[src/rtl/calc_pkg.sv]
// Shared calculator types: matrix geometry and the debounced button vector.
package calc_pkg;

    localparam int unsigned ROWS     = 4;
    localparam int unsigned COLS     = 6;
    localparam int unsigned NUM_KEYS = 23;

    // Bit k of the packed vector is key index k (on = bit 0, num_9 = bit 22).
    typedef struct packed {
        logic num_9;
        logic num_8;
        logic num_7;
        logic num_6;
        logic num_5;
        logic num_4;
        logic num_3;
        logic num_2;
        logic num_1;
        logic num_0;
        logic dot;
        logic op_eq;
        logic op_add;
        logic op_sub;
        logic op_mul;
        logic op_div;
        logic op_sqrt;
        logic op_percent;
        logic mem_add;
        logic mem_sub;
        logic mem_rc;
        logic off;
        logic on;
    } buttons_t;

endpackage

[src/rtl/keypad_scanner_if.sv]
// Keypad matrix and button-vector signals between the scanner and its surroundings.
interface keypad_scanner_if;

    logic [calc_pkg::ROWS-1:0] rows_i;
    logic [calc_pkg::COLS-1:0] cols_o;
    calc_pkg::buttons_t        buttons_o;
    logic                      frame_done_o;

    modport master (input rows_i, output cols_o, buttons_o, frame_done_o);
    modport slave  (output rows_i, input cols_o, buttons_o, frame_done_o);

endinterface

[src/rtl/keypad_scanner.sv]
// 6x4 keypad matrix scanner with 2-FF row sync and frame-based debouncing.
// Optional GHOST_REJECT_EN: snapshots with three or more keys are discarded.
module keypad_scanner #(
    parameter int unsigned SETTLE_CYCLES   = 16,
    parameter int unsigned DEBOUNCE_FRAMES = 4
) (
    input  logic              clk_i,
    input  logic              rst_ni,
    keypad_scanner_if.master  bus
);
    import calc_pkg::*;

    localparam int unsigned CYC_W  = $clog2(SETTLE_CYCLES + 1);
    localparam int unsigned CNT_W  = $clog2(DEBOUNCE_FRAMES + 1);
    localparam int unsigned COL_W  = 3;
    localparam int unsigned SNAP_W = ROWS * COLS;

    logic [ROWS-1:0]     rows_s1;
    logic [ROWS-1:0]     rows_s2;
    logic [COL_W-1:0]    col;
    logic [CYC_W-1:0]    cyc;
    logic [SNAP_W-1:0]   snap;
    logic [SNAP_W-1:0]   snap_next;
    logic [NUM_KEYS-1:0] frame_snap;
    logic [NUM_KEYS-1:0] cand;
    logic [CNT_W-1:0]    cnt;
    logic [CNT_W-1:0]    cnt_next;
    logic                accept;

    // Row synchronizer; idle rows read high
    always_ff @(posedge clk_i or negedge rst_ni) begin
        if (!rst_ni) begin
            rows_s1 <= '1;
            rows_s2 <= '1;
        end else begin
            rows_s1 <= bus.rows_i;
            rows_s2 <= rows_s1;
        end
    end

    // Current column's row returns merged into the running snapshot
    always_comb begin
        snap_next = snap;
        for (int r = 0; r < int'(ROWS); r++) begin
            for (int c = 0; c < int'(COLS); c++) begin
                if (col == COL_W'(c)) begin
                    snap_next[r*COLS + c] = ~rows_s2[r];
                end
            end
        end
    end

    // Column strobe sequencing; all-ones strobe means the scan has not started yet
    always_ff @(posedge clk_i or negedge rst_ni) begin
        if (!rst_ni) begin
            bus.cols_o       <= '1;
            bus.frame_done_o <= 1'b0;
            col              <= '0;
            cyc              <= '0;
            snap             <= '0;
            frame_snap       <= '0;
        end else begin
            bus.frame_done_o <= 1'b0;
            if (bus.cols_o == '1) begin
                bus.cols_o <= ~COLS'(1);
                col        <= '0;
                cyc        <= '0;
            end else if (cyc == CYC_W'(SETTLE_CYCLES)) begin
                snap <= snap_next;
                cyc  <= '0;
                if (col == COL_W'(COLS - 1)) begin
                    col              <= '0;
                    bus.cols_o       <= ~COLS'(1);
                    frame_snap       <= snap_next[NUM_KEYS-1:0];
                    bus.frame_done_o <= 1'b1;
                end else begin
                    col        <= col + COL_W'(1);
                    bus.cols_o <= {bus.cols_o[COLS-2:0], 1'b1};
                end
            end else begin
                cyc <= cyc + CYC_W'(1);
            end
        end
    end

`ifdef GHOST_REJECT_EN
    localparam int unsigned KC_W = $clog2(NUM_KEYS + 1);
    logic [KC_W-1:0] key_cnt;

    // Three or more keys on a diode-less matrix may include phantom presses
    always_comb begin
        key_cnt = '0;
        for (int k = 0; k < int'(NUM_KEYS); k++) begin
            key_cnt = key_cnt + KC_W'(frame_snap[k]);
        end
        accept = (key_cnt < KC_W'(3));
    end
`else
    assign accept = 1'b1;
`endif

    always_comb begin
        if (frame_snap != cand) begin
            cnt_next = CNT_W'(1);
        end else if (cnt == CNT_W'(DEBOUNCE_FRAMES)) begin
            cnt_next = cnt;
        end else begin
            cnt_next = cnt + CNT_W'(1);
        end
    end

    // Debouncer evaluates the frame snapshot the clock after frame_done_o
    always_ff @(posedge clk_i or negedge rst_ni) begin
        if (!rst_ni) begin
            cand          <= '0;
            cnt           <= '0;
            bus.buttons_o <= '0;
        end else if (bus.frame_done_o) begin
            if (!accept) begin
                cnt <= '0;
            end else begin
                cand <= frame_snap;
                cnt  <= cnt_next;
                if (cnt_next == CNT_W'(DEBOUNCE_FRAMES)) begin
                    bus.buttons_o <= buttons_t'(frame_snap);
                end
            end
        end
    end

endmodule

[src/flat_wrapper.sv]
// flat-port wrapper written by rule: the top's interface ports become plain ports
module keypad_scanner_flat import calc_pkg::*;
#(
    parameter int unsigned SETTLE_CYCLES   = 16,
    parameter int unsigned DEBOUNCE_FRAMES = 4
)
  (clk_i, rst_ni, bus_rows_i, bus_cols_o, bus_buttons_o, bus_frame_done_o);
  keypad_scanner_if bus_i ();
  input  logic clk_i;
  input  logic rst_ni;
  input wire logic [$bits(bus_i.rows_i)-1:0] bus_rows_i;
  output wire logic [$bits(bus_i.cols_o)-1:0] bus_cols_o;
  output wire logic [$bits(bus_i.buttons_o)-1:0] bus_buttons_o;
  output wire logic [$bits(bus_i.frame_done_o)-1:0] bus_frame_done_o;
  assign bus_i.rows_i = bus_rows_i;
  assign bus_cols_o = bus_i.cols_o;
  assign bus_buttons_o = bus_i.buttons_o;
  assign bus_frame_done_o = bus_i.frame_done_o;
  keypad_scanner #(.SETTLE_CYCLES(SETTLE_CYCLES), .DEBOUNCE_FRAMES(DEBOUNCE_FRAMES)) u_core (.clk_i(clk_i), .rst_ni(rst_ni), .bus(bus_i));
endmodule
[config.mk]
export PLATFORM = sky130hd
export DESIGN_NAME = keypad_scanner_flat
export DESIGN_NICKNAME = d
export VERILOG_FILES = /design/src/rtl/calc_pkg.sv /design/src/rtl/keypad_scanner_if.sv /design/src/rtl/keypad_scanner.sv /design/src/flat_wrapper.sv
export SDC_FILE = /design/constraint.sdc
export NUM_CORES = 1
export LEC_CHECK = 0
export BUFFER_PORTS_ARGS = -buffer_cell sky130_fd_sc_hd__buf_2
export CAP_MARGIN = 15
export CORE_MARGIN = 4
export CORE_UTILIZATION = 55
export DETAILED_ROUTE_END_ITERATION = 8
export PLACE_DENSITY = 0.77
export SLEW_MARGIN = 20
export SYNTH_ARGS = -nofsm -noshare
export SYNTH_HDL_FRONTEND = slang
export SYNTH_SLANG_ARGS = --single-unit
[constraint.sdc]
create_clock -name clk_i -period 3.8 [get_ports clk_i]
set_input_delay 0.57 -clock clk_i [delete_from_list [all_inputs] [get_ports clk_i]]
set_output_delay 0.57 -clock clk_i [all_outputs]
set_load 0.01 [all_outputs]
Word-level counts from Yosys, hierarchy flattened
Cells that the tools add are included.
{"block": "op_classes", "n_addsub": 3, "multipliers": 0, "n_div": 0, "n_lt_le_gt_ge": 0, "n_eq_ne": 10, "n_shift": 0, "n_mux": 36, "bitwise": 5, "reduce_logical": 5}
{"cell": "1-bit 2-to-1 mux", "n": 26}
{"cell": "23-bit != test", "n": 1}
{"cell": "6-bit 2-to-1 mux", "n": 3}
{"cell": "3-bit 2-to-1 mux", "n": 5}
{"cell": "3-bit == test (second input constant)", "n": 4}
{"cell": "5-bit 2-to-1 mux", "n": 2}
{"cell": "3-bit by 1-bit adder with 3-bit output (second input constant)", "n": 2}
{"cell": "3-bit by 2-bit == test with 1-bit output (second input constant)", "n": 2}
{"cell": "6-bit == test (second input constant)", "n": 1}
{"cell": "5-bit by 1-bit adder with 5-bit output (second input constant)", "n": 1}
{"cell": "5-bit == test (second input constant)", "n": 1}
{"cell": "1-bit inverter", "n": 5}
{"cell": "2-bit AND reduction", "n": 2}
{"cell": "3-bit by 1-bit == test with 1-bit output (second input constant)", "n": 1}
{"cell": "3-bit zero test", "n": 1}
{"cell": "3-bit AND reduction", "n": 1}
{"cell": "2-bit nonzero test", "n": 1}
{"block": "totals", "register_bits": 118, "latch_bits": 0, "ramBits": 0, "romBits": 0, "in_bits": 6, "out_inout_bits": 30, "elab_cells": 92, "n_memories": 0}

Longest topological paths before layout
{"block": "depth", "word_depth": 5, "depth_mapped": 10, "depth_no_buf": 7}

Worst setup path before layout
OpenSTA, ideal clock, no wires.
{"block": "synth_timing", "path_type": "reg2reg", "start": "register u_core.cnt[0]", "end": "register u_core.bus.buttons_o[10] (netlist name)", "setup_ns": 0.125, "arrival_ns": 1.999, "required_ns": 3.675, "slack_ns": 1.676, "stages_incl_launch_ff": 9, "path_buffers": 1, "synth_period_minus_slack_ns": 2.124, "path_cell_list": "dfrtp_1 inv_1 ha_1 nor3b_1 o21ai_0 a211oi_1 nor4b_4 buf_6 mux2_2"}
{"block": "synth_between", "elab_chain_cells": 5, "word_cells_on_any_way": 6, "cone_classes": "add/sub (1); eq/ne (2); mux (2); reduce/logical (1)"}
{"item": "start: declaration", "line": "keypad_scanner.sv:26", "text": "logic [CNT_W-1:0] cnt;"}
{"item": "start signal: assignment", "line": "keypad_scanner.sv:123", "text": "cnt <= cnt_next;"}
{"item": "3-bit by 1-bit adder with 3-bit output or 3-bit == test (tied branches)", "line": "keypad_scanner.sv:108, keypad_scanner.sv:105"}
{"item": "3-bit 2-to-1 mux *", "line": "keypad_scanner.sv:105", "text": "end else if (cnt == CNT_W'(DEBOUNCE_FRAMES)) begin"}
{"item": "3-bit 2-to-1 mux *", "line": "keypad_scanner.sv:103", "text": "if (frame_snap != cand) begin"}
{"item": "3-bit == test *", "line": "keypad_scanner.sv:124", "text": "if (cnt_next == CNT_W'(DEBOUNCE_FRAMES)) begin"}
{"item": "2-bit AND reduction (no source line) *"}
Every way passes the cells marked *; elsewhere a longest branch is shown, timed or not.
A chain may end at the register's enable or synchronous reset.

Worst setup path in the final report
{"block": "layout_timing", "start": "register u_core.cnt[0]", "end": "register u_core.bus.buttons_o[19] (netlist name)"}
{"block": "layout_between", "elab_chain_cells": 5, "word_cells_on_any_way": 6, "cone_classes": "add/sub (1); eq/ne (2); mux (2); reduce/logical (1)"}
{"item": "3-bit by 1-bit adder with 3-bit output or 3-bit == test (tied branches)", "line": "keypad_scanner.sv:108, keypad_scanner.sv:105"}
{"item": "3-bit 2-to-1 mux *", "line": "keypad_scanner.sv:105"}
{"item": "3-bit 2-to-1 mux *", "line": "keypad_scanner.sv:103"}
{"item": "3-bit == test *", "line": "keypad_scanner.sv:124"}
{"item": "2-bit AND reduction (no source line) *"}
Marked as above.

==> flow_summary.json <==
{
  "outcome": "finished clean",
  "p_leak_uw": 0.00290,
  "routed_wl_um": 8830,
  "critical_path_fanouts_max": 15,
  "wire_per_inst_um": 17.1,
  "detailroute.via_count": 2822,
  "synthCells": 355,
  "pin_count_of_the_biggest_net_entering_global_routing": 76,
  "postSynth.asyncResetShare_pct": 100,
  "crit_arrival_ps": 3000,
  "critical_path_required_ps": 4190,
  "worstMarginPinSlew_ps": 918,
  "detailedPlacementHpwl_um": 5710,
  "finalCriticalPeriod_ps": 2610,
  "syn-mean-instance-area_um2": 13.2,
  "holdWs_ps": 158,
  "clk_path_buf_depth": 2,
  "synth_ff_type": "sky130_fd_sc_hd__dfrtp_1",
  "core_area_mm2": 0.00826,
  "hold_fix_buffer_count_after_cts": 0,
  "antenna_found_initial": 0,
  "die_h_um": 100,
  "achievable-frequency_mhz": 383,
  "hold_class": "in -> reg",
  "synth.ff_latch_count": 115,
  "initial_core_util_pct": 56.8,
  "place.gp.congestion": 0.778,
  "power_switching_share_pct": 19.7,
  "grt_util_all_layers_pct": 19.9,
  "post_cts_sizing_count": 0,
  "clock_power_share_pct": 55.1,
  "antenna_cells": 0,
  "clock_sink_total": 115,
  "drive_gt1_share_pct": 36.7,
  "ant_nets": 0,
  "die-area_mm2": 0.0101,
  "design.portCount": 36,
  "timing.clock.skew_ps": 8.57,
  "report.final.setup_viol": 0,
  "power.combinational.fraction_pct": 1.1,
  "port_buffers": 35,
  "synth-seq-area-share_pct": 61.7,
  "vias_in_the_first_global_route": 3002,
  "final.period_utilization_pct": 68.7,
  "ctsHtreeMaxLevel": 4,
  "number_of_rows_in_the_core_area": 33,
  "avgViaCountPerCell": 5.46,
  "remaining_drc_errors": 0,
  "maxCapViolations": 0,
  "synth_edf_count": 0,
  "internal_power_uw": 2290,
  "most-common-layout-cells": "101 x sky130_fd_sc_hd__dfrtp_1, 64 x sky130_fd_sc_hd__mux2_2, 34 x sky130_fd_sc_hd__buf_2",
  "grt_setup_unrepaired": "no",
  "crit_path_start_kind": "flip-flop",
  "areaGrowthSynthToFinish_pct": 18.6,
  "peakVddDrop_v": 0.000340,
  "grt.overflow.total": 0,
  "power.net_switching_uw": 561,
  "clkLatencyLatePin_ps": 510,
  "ys_warn_count": 0,
  "endpoint_kind": "flip-flop",
  "synth_cell_types": 41,
  "drt_pass1_iterations": 4,
  "clockRootBuffer": "sky130_fd_sc_hd__clkbuf_8",
  "mappedNetlistNets": 366,
  "cts_tree": "built",
  "layout.cells.most_common": "sky130_fd_sc_hd__dfrtp_1",
  "tritoncts.num_buffers": 17,
  "final_slew_viol_count": 0,
  "nNetsFinal": 410,
  "critPathKind": "reg -> reg",
  "syn-cell-area_mm2": 0.00469,
  "clock_slew_at_the_register_clock_pins_of_the_worst_setup_and_hold_paths_ps": 60,
  "totalNegativeSetupSlack_ps": 0,
  "register_share_of_total_power_pct": 43.7,
  "die_width_um": 100,
  "pwr_density_cell_mw_per_mm2": 512,
  "slew_headroom_pct": 38.8,
  "drt_first_iter_violations": 163,
  "grt_first_pass_wirelength_um": 15200,
  "hold_violations": 0,
  "post_cts_buffers": 0
}
## layout make-up
cell class | instances | area, um^2
flip-flops and latches | 115 | 2900
fillers | 597 | 2690
multi-input cells | 212 | 1670
clock buffers | 22 | 463
repair buffers | 40 | 228
well taps | 105 | 131
clock inverters | 10 | 130
inverters | 13 | 48.8
## layer usage
layer / wire length [um] / GRT usage (%) / vias up / share of wire, %
li1: - / - / 1320 / -
met1: 3890 / 25.5 / 1440 / 44
met2: 4550 / 32.7 / 51 / 52
met3: 285 / 6.25 / 11 / 3.2
met4: 100 / 5.91 / 0 / 1.1
met5: 0 / 0 / - / 0
## power groups by stage
stage	Sequential, uW	Clock [uW]	Combinational (uW)
floorplan	1260	0	4.42
global placement	1270	0	33.2
detailed placement	1270	0	34.0
CTS	1250	1590	34.4
global route	1250	1660	38.9
finish	1250	1570	32.4
## synthesized netlist by cell type, drive strengths merged (2+ instances only)
master,n,area (um^2)
dfrtp,101,2530
mux2,66,743
nand2,30,113
o21ai,27,135
xor2,22,193
dfstp,14,368
inv,13,48.8
nor2,11,41.3
clkbuf,9,33.8
nand3,7,35.0
buf,6,43.8
ha,5,62.6
nor4,5,31.3
xnor2,5,43.8
mux2i,4,40.0
a21oi,3,15.0
nor2b,3,18.8
o22a,3,26.3
a31oi,2,12.5
nand4,2,12.5
or4,2,15.0
## cell families (layout without fill, tap and decap cells)
logic type	after synthesis	count (layout)	synth area share [%]
flip-flops	115	115	61.7
multiplexers	70	70	16.7
AND/OR/NAND/NOR	68	68	7.36
AO/OA/AOI/OAI	42	42	5.20
buffers and inverters	28	85	2.69
XOR/XNOR	27	27	5.04
adder cells (fa/ha/maj)	5	5	1.33
## state kept, by name, summed over array words and instances (netlist names)
| signal | flops |
|---|---|
| u_core.bus.buttons_o | 23 |
| u_core.cand | 23 |
| u_core.frame_snap | 23 |
| u_core.snap | 20 |
| u_core.bus.cols_o | 6 |
| u_core.cyc | 5 |
| u_core.rows_s1 | 4 |
| u_core.rows_s2 | 4 |
| u_core.cnt | 3 |
| u_core.col | 3 |
| u_core.bus.frame_done_o | 1 |
## path summary, 6_finish.rpt
check | cells after the start | slack [ps] | end | start
worst max register to register | 8 | 1190 | u_core.bus.buttons_o[19] | u_core.cnt[0]
min in group asynchronous | 1 | 190 | u_core.cand[11] | rst_ni
worst min register to register | 0 | 350 | u_core.rows_s2[0] | u_core.rows_s1[0]
max in group asynchronous | 2 | 2750 | u_core.snap[22] | rst_ni
worst max-delay path | 8 | 1190 | u_core.bus.buttons_o[19] | u_core.cnt[0]
worst min-delay path | 1 | 160 | u_core.rows_s1[2] | bus_rows_i[2]
## per-stage QoR
step                util [%]  std cells  total power (uW)  cell area [um^2]  setup WS, ps
finish                  67.4        517              2850              5570          1190
global route            67.4        517              2950              5570          1000
CTS                     67.4        517              2870              5570          1080
detailed placement      60.2        485              1300              4970          1140
global placement        60.2        485              1300              4970          1210
floorplan                  -        355              1270              4690          1680
## worst max-delay path, stage by stage, from the launching register on
cell and delay [ps]:
sky130_fd_sc_hd__dfrtp_1 380, sky130_fd_sc_hd__inv_1 90, sky130_fd_sc_hd__ha_1 240, sky130_fd_sc_hd__nor3b_1 170, sky130_fd_sc_hd__o21ai_0 110, sky130_fd_sc_hd__a211oi_1 260, sky130_fd_sc_hd__nor4b_4 630, sky130_fd_sc_hd__buf_12 250
sky130_fd_sc_hd__mux2_2 350
Note: power is estimated with default switching activity, not from simulation.
